$ cat src/rtl/systolic_data_setup.sv
// systolic_data_setup: input skew stage in front of the MAC array.
// Each row-vector byte is sign- or zero-extended, then lane i is delayed by
// i+1 enabled cycles so the array sees a diagonal wavefront. A valid bit
// travels alongside every element so the array knows which rows are live.
// Optional feature: define SYSTOLIC_SETUP_OCCUPANCY_EN to add the
// 'occupancy' output counting vectors still inside the skew.
module systolic_data_setup #(
   parameter int MATRIX_WIDTH = 8,
   parameter int BYTE_WIDTH   = 8,
   parameter int EXT_WIDTH    = 9
) (
   input  logic                              clk,
   input  logic                              rst,
   input  logic                              enable,
   input  logic                              signed_mode,
   input  logic                              in_valid,
   input  logic [MATRIX_WIDTH*BYTE_WIDTH-1:0] data_in,
   output logic [MATRIX_WIDTH*EXT_WIDTH-1:0]  data_out,
   output logic [MATRIX_WIDTH-1:0]            lane_valid,
   output logic                              busy
`ifdef SYSTOLIC_SETUP_OCCUPANCY_EN
   ,
   output logic [$clog2(MATRIX_WIDTH+1)-1:0]  occupancy
`endif
);

   // Extend one input byte to the MAC element width. In signed mode the
   // byte's MSB is replicated into the extra bit, otherwise it is zero.
   function automatic logic [EXT_WIDTH-1:0] extend_byte(
      input logic [BYTE_WIDTH-1:0] b,
      input logic                  sm
   );
      logic signed [BYTE_WIDTH-1:0] sb;
      logic                         top;
      sb  = signed'(b);
      top = sm & sb[BYTE_WIDTH-1];
      return {top, b};
   endfunction

   // Extended elements entering the first stage of each lane. Idle cycles
   // inject zeros so the MACs accumulate nothing for empty slots.
   logic [EXT_WIDTH-1:0]    ext_p0 [MATRIX_WIDTH];
   // OR of every valid bit in a lane except its final stage: these are the
   // bits that will still be inside the skew after the next shift.
   logic [MATRIX_WIDTH-1:0] lane_pre_vld;

   // Extension of every lane at the input.
   always_comb begin
      for (int i = 0; i < MATRIX_WIDTH; i++) begin
         ext_p0[i] = '0;
         if (in_valid) begin
            ext_p0[i] = extend_byte(data_in[i*BYTE_WIDTH +: BYTE_WIDTH], signed_mode);
         end
      end
   end

   for (genvar g = 0; g < MATRIX_WIDTH; g++) begin : g_lane
      localparam int DEPTH = g + 1;

      logic [EXT_WIDTH-1:0] dat_p [DEPTH];
      logic [DEPTH-1:0]     vld_p;

      // Shift chain for this lane: element and valid bit move together,
      // and nothing moves while enable is low.
      always_ff @(posedge clk or posedge rst) begin
         if (rst) begin
            for (int j = 0; j < DEPTH; j++) begin
               dat_p[j] <= '0;
            end
            vld_p <= '0;
         end else if (enable) begin
            dat_p[0] <= ext_p0[g];
            vld_p[0] <= in_valid;
            for (int j = 1; j < DEPTH; j++) begin
               dat_p[j] <= dat_p[j-1];
               vld_p[j] <= vld_p[j-1];
            end
         end
      end

      assign data_out[g*EXT_WIDTH +: EXT_WIDTH] = dat_p[DEPTH-1];
      assign lane_valid[g]                      = vld_p[DEPTH-1];

      if (DEPTH > 1) begin : g_pre
         assign lane_pre_vld[g] = |vld_p[DEPTH-2:0];
      end else begin : g_pre_none
         assign lane_pre_vld[g] = 1'b0;
      end
   end

   // busy is kept as its own flop holding the OR of all valid bits as they
   // will be after the shift, so the output is registered yet exact.
   always_ff @(posedge clk or posedge rst) begin
      if (rst) begin
         busy <= 1'b0;
      end else if (enable) begin
         busy <= in_valid | (|lane_pre_vld);
      end
   end

`ifdef SYSTOLIC_SETUP_OCCUPANCY_EN
   localparam int                OCC_W   = $clog2(MATRIX_WIDTH+1);
   localparam logic [OCC_W-1:0]  OCC_MAX = OCC_W'(MATRIX_WIDTH);

   logic occ_inc;
   logic occ_dec;

   assign occ_inc = in_valid;
   assign occ_dec = lane_valid[MATRIX_WIDTH-1];

   // Vectors entered minus vectors that have left the last lane; entry and
   // exit on the same cycle cancel. Clamped to 0..MATRIX_WIDTH.
   always_ff @(posedge clk or posedge rst) begin
      if (rst) begin
         occupancy <= '0;
      end else if (enable) begin
         case ({occ_inc, occ_dec})
            2'b10: if (occupancy != OCC_MAX) occupancy <= occupancy + OCC_W'(1);
            2'b01: if (occupancy != '0)      occupancy <= occupancy - OCC_W'(1);
            default: occupancy <= occupancy;
         endcase
      end
   end
`endif

endmodule

$ cat config.mk
export PLATFORM = sky130hd
export DESIGN_NAME = systolic_data_setup
export DESIGN_NICKNAME = d
export VERILOG_FILES = /design/src/rtl/systolic_data_setup.sv
export SDC_FILE = /design/constraint.sdc
export NUM_CORES = 1
export LEC_CHECK = 0
export CAP_MARGIN = 20
export CORE_UTILIZATION = 58
export CTS_BUF_LIST = sky130_fd_sc_hd__clkbuf_8
export CTS_CLUSTER_DIAMETER = 80
export DETAILED_ROUTE_END_ITERATION = 8
export HOLD_SLACK_MARGIN = 0.15
export PLACE_DENSITY = 0.83
export SLEW_MARGIN = 20
export SYNTH_ARGS = -nofsm -noshare
export SYNTH_HDL_FRONTEND = slang
export SYNTH_SLANG_ARGS = --single-unit
$ cat constraint.sdc
create_clock -name clk -period 11.9 [get_ports clk]
set_clock_uncertainty 0.05 [all_clocks]
set_input_delay 1.785 -clock clk [delete_from_list [all_inputs] [get_ports clk]]
set_output_delay 1.785 -clock clk [all_outputs]
set_load 0.02 [all_outputs]
-- Yosys cells after proc, flatten, opt, wreduce, memory -nomap -nowiden
Index checks and enable logic that the tools add are counted.
- word-level logic and storage cells: 63
- output and inout port bits: 81
- input bits: 69
- bits in registers: 361
- bitwise logic cells: 9
- muxes and demuxes: 8
- reductions and logical operators: 1
- operators with widths (cell ; count):
    9-bit 2-to-1 mux ; 8
    28-bit OR reduction ; 1
    1-bit AND ; 8
    1-bit OR ; 1

-- Longest topological paths before layout
- word-level depth: 2
- depth in mapped cells: 4
- mapped depth without buffers: 2

-- Worst setup path before layout
OpenSTA, ideal clock, no wires.
- path kind: input-to-reg
- from: in in_valid
- to: reg g_lane[0].dat_p[2] (netlist name)
- cell stages on the path: 4
- setup time: 0.121 ns
- setup slack: 9.329 ns
- data required time: 11.729 ns
- data arrival time: 2.400 ns
- cell sequence: and2_1 -> buf_4 -> buf_6 -> a22o_1
- word-level cells in the longest chain between the ends: 1
- RTL lines (item ; RTL line ; RTL):
    start, declared ; 16 ; input logic in_valid,
    9-bit 2-to-1 mux ; 51 ; if (in_valid) begin
    end signal, assigned by index ; 75 ; dat_p[j] <= dat_p[j-1];
    end, declared ; 60 ; logic [EXT_WIDTH-1:0] dat_p [DEPTH];
No other way between the ends.
A chain may end at the register's enable or synchronous reset.

-- Worst setup path after layout
- from: in enable
- to: reg g_lane[2].dat_p[24] (netlist name)
- RTL lines (item ; RTL line ; RTL):
    start, declared ; 14 ; input logic enable,
    end signal, assigned by index ; 75 ;
    end, declared ; 60 ;
No word-level cell between the ends.

==> impl_metrics.tcl <==
set metrics [dict create \
    hold_buffers 0 \
    slew_viol_final 0 \
    area_growth_syn_to_layout_pct 14.6 \
    avgViaCountPerCell 5.26 \
    async_reset_ff_share_pct 100 \
    timing.final.ws_setup_ns 8.12 \
    core_area_mm2 0.0218 \
    post-route-util_pct 68.0 \
    multi_input_area_mm2 0.00364 \
    finalPower_mw 2.68 \
    worst-path-max-fanout 107 \
    grt_pass1_wl_um 33900 \
    rsz0062_at_grt "false" \
    critical_path.max_stage_delay_ns 0.86 \
    cts_tree "yes" \
    synth_edf_count 0 \
    netlist_top_cells_area "dfrtp_1 64%, mux2_2 23%, buf_4 3.8%" \
    hold_viol 0 \
    grt_pass1_vias 6667 \
    drtIter0Drc 346 \
    clkPwrFrac_pct 32.4 \
    period_needed_ns 3.78 \
    max_freq_mhz 264 \
    syn_inst 799 \
    wl_per_cell_um 16.9 \
    die_height_um 151 \
    finalSetupViolCount 0 \
    cts.sinks 333 \
    cts_setup_buffers 0 \
    h-tree-depth 2 \
    ys_seq_area_share_pct 64.4 \
    postRouteAntennaNets 0 \
    num-fill-cells 1475 \
    worstPathCellList "buf_8 > buf_4 > inv_4 > a22o_1" \
    seqPwrFrac_pct 52.0 \
    yosys.area.top_type "dfrtp_1" \
    routed_wl_um 20500 \
    ys_ff_latch 333 \
    layout-drive-gt1-share_pct 35.6 \
    slowest_stage "buf_4" \
    diodes 0 \
    power.density_mw_per_mm2 180 \
    grt_max_degree 197 \
    yosys_warnings 0 \
    cellLeakagePower_nw 7.08 \
    outcome "finished clean" \
    synth_commonest_cells "333 x dfrtp_1, 259 x mux2_2, 66 x buf_4" \
    synth.distinct_cells 20 \
    clock_latency_ns 0.57 \
    synthesis.area_mm2 0.0129 \
    grt_remaining_overflow 0 \
    start_kind "input port" \
    clock_path_buffers 3 \
    p_int_mw 2.00 \
    netSwitchingPower_mw 0.679 \
    drv.max_cap_violation_count 0 \
    clock-root-buffer "clkbuf_8" \
    seqCellArea_mm2 0.00833 \
    worstPathArrival_ns 4.18 \
    synth_top_cell_area_share_pct 64.4 \
    p_comb_share_pct 15.6 \
    start_util_pct 59.3 \
    dp_hpwl_um 12300 \
    path_class "in2reg" \
    swShare_pct 25.4 \
    ctsResizeCount 0 \
    syn_area_per_cell_um2 16.2 \
    worstMarginPinSlew_ns 1.07 \
    period_share_pct 31.8 \
    port_buffers 149 \
    cp-end-kind "flip-flop" \
    place_congestion 0.690 \
    maxSlewHeadroom_pct 28.4 \
    clk_pin_slew_ns 0.06 \
    ios 150 \
    critPathRequiredTime_ns 12.29 \
    holdCritPathClass "reg2reg" \
    synth_most_common_cell "dfrtp_1" \
    via_count 6373 \
    antenna_found_initial 0 \
    gr-usage-all-layers_pct 18.8 \
    ys.flop_type "dfrtp_1" \
    dieArea_mm2 0.0229 \
    dr.pass1.iters 4 \
    cts_made_buffers 51 \
    die_w_um 151 \
    row_count 54 \
    pre_cts_slack_ns 7.56 \
    nets 966 \
    tns_ns 0 \
    peakVddDrop_uv 99.3 \
    drc 0 \
    syn-num-nets 868 \
]
critical path, delay by kind of cell:
kind | cells | cell delay (ns)
buf+inv | 3 | 1.93
compound gates | 1 | 0.34
through the flow:
stage	cells	hold slack, ns	area [um2]
2_1_floorplan	799	0.399	12900
3_3_place_gp	1124	0.414	13900
3_5_place_dp	1124	0.419	13900
4_1_cts	1212	0.439	14800
5_1_grt	1212	0.452	14800
6_report	1212	0.439	14800
placed cells by master (no fill, tap or decap), drive strengths merged:
master,count
nor4,2
mux2,259
nand2b,8
a21o,1
nand2,9
a22o,55
buf,5
clkinvlp,1
and2,1
dfrtp,333
a31oi,1
nand3,1
clkinv,1
inv,29
o2bb2ai,8
clkbuf,60
o21ai,9
nor2,1
clkdlybuf4s50,148
area by class of cell:
type / instances / area share [%]
Clock buffer: 60 / 5.57
Clock inverter: 28 / 0.843
Inverter: 3 / 0.143
Multi-Input combinational cell: 355 / 24.5
Sequential cell: 333 / 56.2
Tap cell: 280 / 2.36
Timing Repair Buffer: 153 / 10.4
registers in the layout, summed over array words and instances (netlist names):
| register | cells |
|---|---|
| g_lane.vld_p | 8 |
| g_lane.dat_p | 261 |
| busy | 1 |
| data_out | 63 |
logic make-up (layout without fill, tap and decap cells):
group                  after synthesis  in the layout  share of synthesized area [%]
buffers and inverters              111            244                           7.48
DFF                                333            333                           64.4
and+or+nand+nor                     22             22                          0.880
AOI/OAI and AO/OA                   74             74                           4.72
muxes                              259            259                           22.5
power by group through the flow:
| stage | Sequential [mW] | Combinational, mW | Clock (mW) |
|---|---|---|---|
| after floorplan | 1.39 | 0.329 | 0 |
| after global placement | 1.40 | 0.412 | 0 |
| after detailed placement | 1.41 | 0.425 | 0 |
| after CTS | 1.39 | 0.426 | 0.892 |
| after global routing | 1.41 | 0.453 | 0.942 |
| final | 1.39 | 0.419 | 0.866 |
metal layers:
metal  GRT usage (%)  share of wire (%)  vias to the layer above
met5               0                  0                        -
met4            5.85                1.8                        0
met3            5.30                5.7                       35
met2            28.1                 45                      135
met1            26.9                 47                     3228
li1                -                  -                     2975
worst paths after layout:
kind | startpoint | endpoint | slack (ns) | cells after the start
min in group asynchronous | rst | g_lane[4].dat_p[36] | 1.76 | 2
worst min-delay path | g_lane[6].dat_p[61] | g_lane[6].dat_p[61] | 0.44 | 2
max in group asynchronous | rst | g_lane[5].dat_p[12] | 8.49 | 3
worst min register to register | g_lane[6].dat_p[61] | g_lane[6].dat_p[61] | 0.44 | 2
worst max-delay path | enable | g_lane[2].dat_p[24] | 8.12 | 4
worst max register to register | g_lane[1].vld_p[0] | busy | 10.50 | 2
No activity file was read; power rests on OpenSTA's default activity.
